<file path="config.mk">
export PLATFORM = sky130hd
export DESIGN_NAME = scancode_dec
export DESIGN_NICKNAME = d
export VERILOG_FILES = /design/src/rtl/scancode_dec.sv
export SDC_FILE = /design/constraint.sdc
export NUM_CORES = 1
export LEC_CHECK = 0
export ABC_AREA = 1
export CAP_MARGIN = 30
export CORE_MARGIN = 5
export CORE_UTILIZATION = 45
export CTS_CLUSTER_DIAMETER = 30
export DETAILED_ROUTE_END_ITERATION = 10
export PLACE_DENSITY_LB_ADDON = 0.15
export SYNTH_ARGS = -nofsm -noshare
export SYNTH_HDL_FRONTEND = slang
export SYNTH_SLANG_ARGS = --single-unit
export TNS_END_PERCENT = 20
</file>
<file path="constraint.sdc">
create_clock -name clk -period 5.2 [get_ports clk]
set_clock_uncertainty 0.15 [all_clocks]
set_input_delay 1.04 -clock clk [delete_from_list [all_inputs] [get_ports clk]]
set_output_delay 1.04 -clock clk [all_outputs]
set_load 0.01 [all_outputs]
</file>
<file path="src/rtl/scancode_dec.sv">
// PS/2 set-2 scan-code decoder: strips E0/F0 prefixes, filters keyboard
// response bytes and queues {ext, brk, code} key events in a FWFT FIFO.
module scancode_dec #(
    parameter int DEPTH = 4
) (
    input  logic       clk,
    input  logic       i_arst,
    input  logic       i_byte_en,
    input  logic [7:0] i_byte,
    input  logic       i_rd,
    output logic       o_valid,
    output logic [7:0] o_code,
    output logic       o_ext,
    output logic       o_brk,
    output logic       o_ovf,
    output logic       o_err
);

    localparam int PW = (DEPTH > 1) ? $clog2(DEPTH) : 1;
    localparam logic [PW-1:0] PTR_ONE  = PW'(1'b1);
    localparam logic [PW:0]   CNT_ONE  = (PW+1)'(1'b1);
    localparam logic [PW:0]   CNT_FULL = (PW+1)'(DEPTH);

    typedef enum logic [1:0] {
        ST_IDLE   = 2'd0,
        ST_EXT    = 2'd1,
        ST_BRK    = 2'd2,
        ST_EXTBRK = 2'd3
    } state_t;

    state_t           state_r;
    state_t           state_next_s;
    logic             push_s;
    logic [9:0]       push_data_s;
    logic             err_s;
    logic             err_r;
    logic             ovf_r;

    logic [9:0]       mem_r [DEPTH];
    logic [PW-1:0]    wr_ptr_r;
    logic [PW-1:0]    rd_ptr_r;
    logic [PW:0]      count_r;
    logic             pop_s;
    logic             full_s;
    logic             wr_en_s;
    logic             drop_s;

    // Keyboard responses (ACK, BAT, echo, resend, errors) never become events.
    function automatic logic is_filtered(input logic [7:0] b);
        logic hit;
        case (b)
            8'h00, 8'hAA, 8'hEE, 8'hFA, 8'hFC, 8'hFE, 8'hFF: hit = 1'b1;
            default:                                        hit = 1'b0;
        endcase
        return hit;
    endfunction

    // Prefix state register.
    always_ff @(posedge clk or posedge i_arst) begin
        if (i_arst) begin
            state_r <= ST_IDLE;
        end else begin
            state_r <= state_next_s;
        end
    end

    // Prefix FSM: next state, event push and sequence-error detection.
    always_comb begin
        state_next_s = state_r;
        push_s       = 1'b0;
        push_data_s  = {2'b00, i_byte};
        err_s        = 1'b0;
        if (i_byte_en) begin
            case (state_r)
                ST_IDLE: begin
                    if (i_byte == 8'hE0) begin
                        state_next_s = ST_EXT;
                    end else if (i_byte == 8'hF0) begin
                        state_next_s = ST_BRK;
                    end else if (is_filtered(i_byte)) begin
                        state_next_s = ST_IDLE;
                    end else begin
                        push_s       = 1'b1;
                        push_data_s  = {2'b00, i_byte};
                    end
                end
                ST_EXT: begin
                    if (i_byte == 8'hF0) begin
                        state_next_s = ST_EXTBRK;
                    end else if (i_byte == 8'hE0) begin
                        state_next_s = ST_EXT;
                    end else if (is_filtered(i_byte)) begin
                        err_s        = 1'b1;
                        state_next_s = ST_IDLE;
                    end else begin
                        push_s       = 1'b1;
                        push_data_s  = {2'b10, i_byte};
                        state_next_s = ST_IDLE;
                    end
                end
                ST_BRK, ST_EXTBRK: begin
                    state_next_s = ST_IDLE;
                    if ((i_byte == 8'hE0) || (i_byte == 8'hF0) || is_filtered(i_byte)) begin
                        err_s = 1'b1;
                    end else begin
                        push_s      = 1'b1;
                        push_data_s = {(state_r == ST_EXTBRK), 1'b1, i_byte};
                    end
                end
                default: begin
                    state_next_s = ST_IDLE;
                end
            endcase
        end else begin
            state_next_s = state_r;
        end
    end

    assign full_s  = (count_r == CNT_FULL);
    assign pop_s   = i_rd && (count_r != {(PW+1){1'b0}});
    // A full FIFO still accepts a push when the head leaves in the same cycle.
    assign wr_en_s = push_s && (!full_s || pop_s);
    assign drop_s  = push_s && full_s && !pop_s;

    // Event FIFO storage, pointers and occupancy.
    always_ff @(posedge clk or posedge i_arst) begin
        if (i_arst) begin
            for (int i = 0; i < DEPTH; i++) begin
                mem_r[i] <= 10'd0;
            end
            wr_ptr_r <= {PW{1'b0}};
            rd_ptr_r <= {PW{1'b0}};
            count_r  <= {(PW+1){1'b0}};
        end else begin
            if (wr_en_s) begin
                mem_r[wr_ptr_r] <= push_data_s;
                wr_ptr_r        <= wr_ptr_r + PTR_ONE;
            end else begin
                wr_ptr_r <= wr_ptr_r;
            end
            if (pop_s) begin
                rd_ptr_r <= rd_ptr_r + PTR_ONE;
            end else begin
                rd_ptr_r <= rd_ptr_r;
            end
            if (wr_en_s && !pop_s) begin
                count_r <= count_r + CNT_ONE;
            end else if (pop_s && !wr_en_s) begin
                count_r <= count_r - CNT_ONE;
            end else begin
                count_r <= count_r;
            end
        end
    end

    // Registered status flags: one-cycle error pulse and sticky overflow.
    always_ff @(posedge clk or posedge i_arst) begin
        if (i_arst) begin
            err_r <= 1'b0;
            ovf_r <= 1'b0;
        end else begin
            err_r <= err_s;
            ovf_r <= ovf_r | drop_s;
        end
    end

    assign o_valid = (count_r != {(PW+1){1'b0}});
    assign o_ext   = mem_r[rd_ptr_r][9];
    assign o_brk   = mem_r[rd_ptr_r][8];
    assign o_code  = mem_r[rd_ptr_r][7:0];
    assign o_err   = err_r;
    assign o_ovf   = ovf_r;

endmodule

</file>
* Word-level counts from Yosys, hierarchy flattened
Cells that the tools add are included.
** Operators by class
- Add/subtract/negate cells :: 4
- Magnitude comparators :: 3
- Equality and inequality tests :: 13
- Multiplexer cells :: 46
- Bitwise gates (word level) :: 3
- Reduce and logical (&&, ||, !) cells :: 20
** Operators with widths (count)
- $mux 10 :: 8
- $eq 8x8->1 const B :: 8
- $bwmux 40 :: 1
- $pmux 10 s3 :: 1
- $mux 1 :: 25
- $bmux 10 s2 :: 1
- $demux 10 s2 :: 1
- $logic_not 8->1 :: 1
- $mux 2 :: 4
- $logic_and 1x1->1 :: 7
- $reduce_or 7->1 :: 1
- $ge 3x3->1 const B :: 2
- $mux 3 :: 2
- $not 2->3 :: 2
- $pmux 2 s3 :: 1
- $add 2x1->2 const B :: 2
- $eq 2x2->1 const B :: 2
- $ne 4x4->1 const B :: 1
- $add 3x1->3 const B :: 1
- $eq 3x3->1 const B :: 1
- $logic_not 1->1 :: 3
- $logic_or 1x1->1 :: 3
- $lt 3x1->1 const B :: 1
- $pmux 1 s3 :: 1
- 9 further kinds :: 9
** Storage, ports and cells
- Register bits :: 51
- Output and inout bits :: 13
- Word-level logic and storage cells :: 99

* Logic depth before layout (Yosys ltp)
- Word-level depth :: 17
- Mapped depth :: 16
- Gate-level depth less buffers :: 14

* Worst setup path before layout
OpenSTA, ideal clock, no wires.
- Path type :: input to register
- Start :: input port i_byte[7]
- End :: register count_r[2]
- Library setup time :: 0.131 ns
- Arrival :: 2.892 ns
- Data required time :: 4.919 ns
- Path slack :: 2.027 ns
- Stages :: 15
- Path buffers :: 2
- Cell sequence :: buf_2 -> nand2_2 -> nor2_1 -> nand2_1 -> inv_2 -> nor2_2 -> nand3_2 -> nor2_4 -> buf_6 -> ha_1 -> inv_1 -> fa_1 -> a21oi_1 -> o21ai_0 -> xor2_1
** Between the ends
- Longest elaborated chain between the ends :: 16
- Elaborated cells between the ends (all ways) :: 38
- Those cells by class :: eq/ne: 8; mux: 21; reduce/logical: 9
** Ends and longest elaborated chain
- start: declaration :: line 9 : input logic [7:0] i_byte,
- $eq 8x8->1 / $logic_not 8->1 (equally long branches) :: line 51 : case (b)
- $reduce_or 7->1 :: line 51
- $mux 1 :: line 51
- $mux 1, on equally long branches :: line 90, 78
- $mux 1, on equally long branches :: line 88, 76
- $mux 1 :: line 74 : case (state_r)
- $mux 1 :: line 73 : if (i_byte_en) begin
- $mux 1, on equally long branches :: line 92, 80
- $mux 1, on equally long branches :: line 90, 78
- $mux 1, on equally long branches :: line 88, 76
- $pmux 1 s3 (*) :: line 74
- $mux 1 (*) :: line 73
- $logic_and 1x1->1 (*) :: line 122 : assign wr_en_s = push_s && (!full_s || pop_s);
- named net wr_en_s :: line 45 : logic wr_en_s;
- $logic_not 1->1 :: line 148 : end else if (pop_s && !wr_en_s) begin
- $logic_and 1x1->1 :: line 148
- $reduce_bool 2->1 (no line)
- end signal: assignment :: line 147 : count_r <= count_r + CNT_ONE;
- end signal: assignment :: line 149 : count_r <= count_r - CNT_ONE;
- end signal: assignment :: line 151 : count_r <= count_r;
- end: declaration :: line 42 : logic [PW:0] count_r;
Mark *: on every way through the listed nets, which the timed path passes. The rest lies on a longest branch. The select of a mux whose other input is x is not followed.
A chain may end at the register's enable or synchronous reset.

* Worst setup path after layout
- Start :: register rd_ptr_r[0]
- End :: output port o_code[1]
** Between the ends
- Longest elaborated chain between the ends :: 4
** Ends and longest elaborated chain
- start: declaration :: line 41 : logic [PW-1:0] rd_ptr_r;
- start signal: assignment :: line 132 : rd_ptr_r <= {PW{1'b0}};
- start signal: assignment :: line 142 : rd_ptr_r <= rd_ptr_r + PTR_ONE;
- start signal: assignment :: line 144 : rd_ptr_r <= rd_ptr_r;
- $not 2->3 (implied by the code) :: line 170 : assign o_code = mem_r[rd_ptr_r][7:0];
- $bmux 10 s2 :: line 170
- $mux 10 (implied by the code) (2 in a row) :: line 170
- end: declaration :: line 12 : output logic [7:0] o_code,
Every way passes these cells. The select of a mux whose other input is x is not followed.

==> out/metrics.cfg <==
[run_status]
status=complete, no violations

[grt]
grt_use_total=0.188
antenna_found_initial=0
gr-usage-met1=0.244
grt_max_degree=43
grt_pass1_vias=2239
grt-busiest-layer=met2
grt_pass1_wl_um=11300
grt_use_met3=0.0326
grt_util_met2=0.315
grt-ovfl-total=0

[routing]
viasPerCell=5.28
dr.pass1.iters=4
num_vias=2269
drcViolationCount=0
drt-initial-drc-count=120
final_antenna_net_count=0
finalWirelength_um=6720
avgRoutedWirePerCell_um=15.6

[die]
chipHeight_um=88.2
die_area_um2=7780
die_x_um=88.2
coreArea_um2=5920
row_count=28
pin_count=25
start_util=0.465

[flow_run]
maxCapViolCount=0

[clocking]
clock_sinks=51
cts_tree=done
cts_hold_buf=0
cts_root_buf=clkbuf_8
path_clk_slew_ns=0.09
clock_latency_ns=0.31
cts_setup_buffers=0
ctsLongestPathBuffers=2
cts_resized=0
htree_levels=2
cts_buffers=5

[logic_synthesis]
synth_warnings=0
synth_nets=360
synth_edf_count=0
yosysTopAreaCellShare=0.464
yosysSeqAreaShare=0.464
avgSynthCellArea_um2=8.05
synthFlopType=dfrtp_1
synth.distinct_cells=30
synthCells=342
synth_area_leaders=dfrtp_1, nand2_1, nand3_1, nor2_1, o21ai_0
synth_top_cell_by_area=dfrtp_1
postSynthRegisterBits=51
syn_area_um2=2750
async_flop_share=1.00

[setup_path]
crit_type=reg -> out
cp_slowest_cell=dfrtp_1
cp-end-kind=output port
cpPeakStageDelay_ns=0.82
crit_fanout=22
worst_setup_path_start_kind=register
cp_cell_sequence=inv_1 > o21ai_0 > o22ai_1 > clkdlybuf4s50_1
cp.required_ns=4.01
arrival_ns=2.60
crit_family=buffers and inverters
cp_num_buf_inv=2

[layout]
layout-drive-gt1-share=0.0845
nFillCells=582
num_antenna_cells=0
seq_area_um2=1280
multi_input_area_um2=1280
nets=373
areaGrowthSynthToFinish_pct=12.7

[timing]
relSlewSlack=0.516
fmax_mhz=264
fin_crit_sh=0.728
period_needed_ns=3.79
tightestPinTransition_ns=0.727
fin_tns_setup_ns=0
hold_viol=0
rsz0062_at_grt=false
final-setup-viol-count=0
slew_violations=0

[place]
gp_congestion=0.830
place_hpwl_um=4360
io_buffer_count=24

[worst_hold_path]
hold_path.class=reg -> reg

[pwr]
p_per_area_nw_per_um2=554
pwr-share-seq=0.387
total_leakage_power_nw=1.56
p_total_mw=1.72
comb_power_share=0.456
p_clk_frac=0.157
internal-power_mw=1.02
switchingPower_uw=697
sw_frac_of_total=0.406
irDropWorstVdd_uv=298

## placed cells by master, fill, tap and decap left out, types with 2 or more instances in the layout
master,instances
o21ai_0,22
dfrtp_1,51
nor2_1,31
clkbuf_8,5
nand3_1,44
nand4_4,4
nor2_2,3
nand2_1,106
a21oi_1,6
ha_1,5
clkdlybuf4s50_1,24
o22ai_1,10
inv_2,6
inv_1,15
xor2_1,3
nand2_2,4
nor3_1,2
## cell families (layout without fill, tap and decap cells)
logic type      Yosys count  count (layout)  synth area share
xor+xnor                  4               4            0.0127
buf+inv                  41              54            0.0705
compound gates           40              40            0.0782
fa+ha+maj                 6               6            0.0300
simple gates            199             199             0.341
mux                       1               1           0.00409
flops                    51              51             0.464
## synth_stat cells (2+ instances only)
| cell type | number |
|---|---|
| nand2_1 | 106 |
| dfrtp_1 | 51 |
| nand3_1 | 44 |
| nor2_1 | 31 |
| o21ai_0 | 22 |
| inv_1 | 16 |
| clkbuf_1 | 10 |
| o22ai_1 | 10 |
| a21oi_1 | 6 |
| ha_1 | 5 |
| inv_2 | 5 |
| buf_2 | 4 |
| buf_6 | 4 |
| nand2_2 | 4 |
| nand4_4 | 4 |
| nor2_2 | 3 |
| xor2_1 | 3 |
| nor3_1 | 2 |
## final timing paths
path                                              start                endpoint  slack (ns)  depth (start not counted)
worst max-delay path            rd_ptr_r[0]$_DFFE_PP0P_               o_code[1]        1.41                          4
worst min-delay path              mem_r[15]$_DFFE_PP0P_   mem_r[15]$_DFFE_PP0P_        0.33                          2
worst min register to register    mem_r[15]$_DFFE_PP0P_   mem_r[15]$_DFFE_PP0P_        0.33                          2
min in group asynchronous                        i_arst    mem_r[3]$_DFFE_PP0P_        0.85                          2
worst max register to register   count_r[0]$_DFFE_PP0P_  count_r[1]$_DFFE_PP0P_        2.79                         10
max in group asynchronous                        i_arst         o_ovf$_DFF_PP0_        3.53                          3
## power groups by stage
stage / Clock (mW) / Sequential (mW) / Combinational (mW)
after global routing: 0.292 / 0.683 / 0.876
final: 0.270 / 0.665 / 0.783
after global placement: 0 / 0.666 / 0.778
after CTS: 0.280 / 0.662 / 0.792
after detailed placement: 0 / 0.670 / 0.786
after floorplan: 0 / 0.615 / 0.540
## worst register-to-register path, delay by kind of cell (launching register included)
kind          cells  cell delay (ns)
simple gates      5             0.66
fa+ha+maj         2             0.59
flops             1             0.43
mux               1             0.26
buf+inv           2             0.21
## cell type report
class / instances / share of cell area
sequential: 51 / 0.411
inverter: 21 / 0.0254
clock buffer: 6 / 0.0234
multi-input combinational: 250 / 0.413
timing repair buffer: 26 / 0.0863
tap: 75 / 0.0303
clock inverter: 1 / 0.00968
## stage by stage
| stage | worst slack [ns] | util | std cells | cell area, um^2 | hold slack, ns |
|---|---|---|---|---|---|
| finish | 1.41 | 0.524 | 430 | 3100 | 0.329 |
| global route | 1.24 | 0.524 | 430 | 3100 | 0.352 |
| CTS | 1.45 | 0.524 | 430 | 3100 | 0.335 |
| global placement | 1.58 | 0.503 | 422 | 2980 | 0.308 |
| floorplan | 2.03 | - | 342 | 2750 | 0.294 |
| detailed placement | 1.54 | 0.507 | 423 | 3000 | 0.311 |
## flip-flops by register name, summed over array words and instances, names as in the netlist
register / flops
count_r: 3
mem_r: 40
o_err: 1
o_ovf: 1
rd_ptr_r: 2
state_r: 2
wr_ptr_r: 2
## metal layers
layer,vias to the layer above,part of all wire
li1,1130,-
met1,1073,0.45
met2,58,0.49
met3,8,0.048
met4,0,0.013
met5,-,0
No activity file was read; power rests on OpenSTA's default activity.
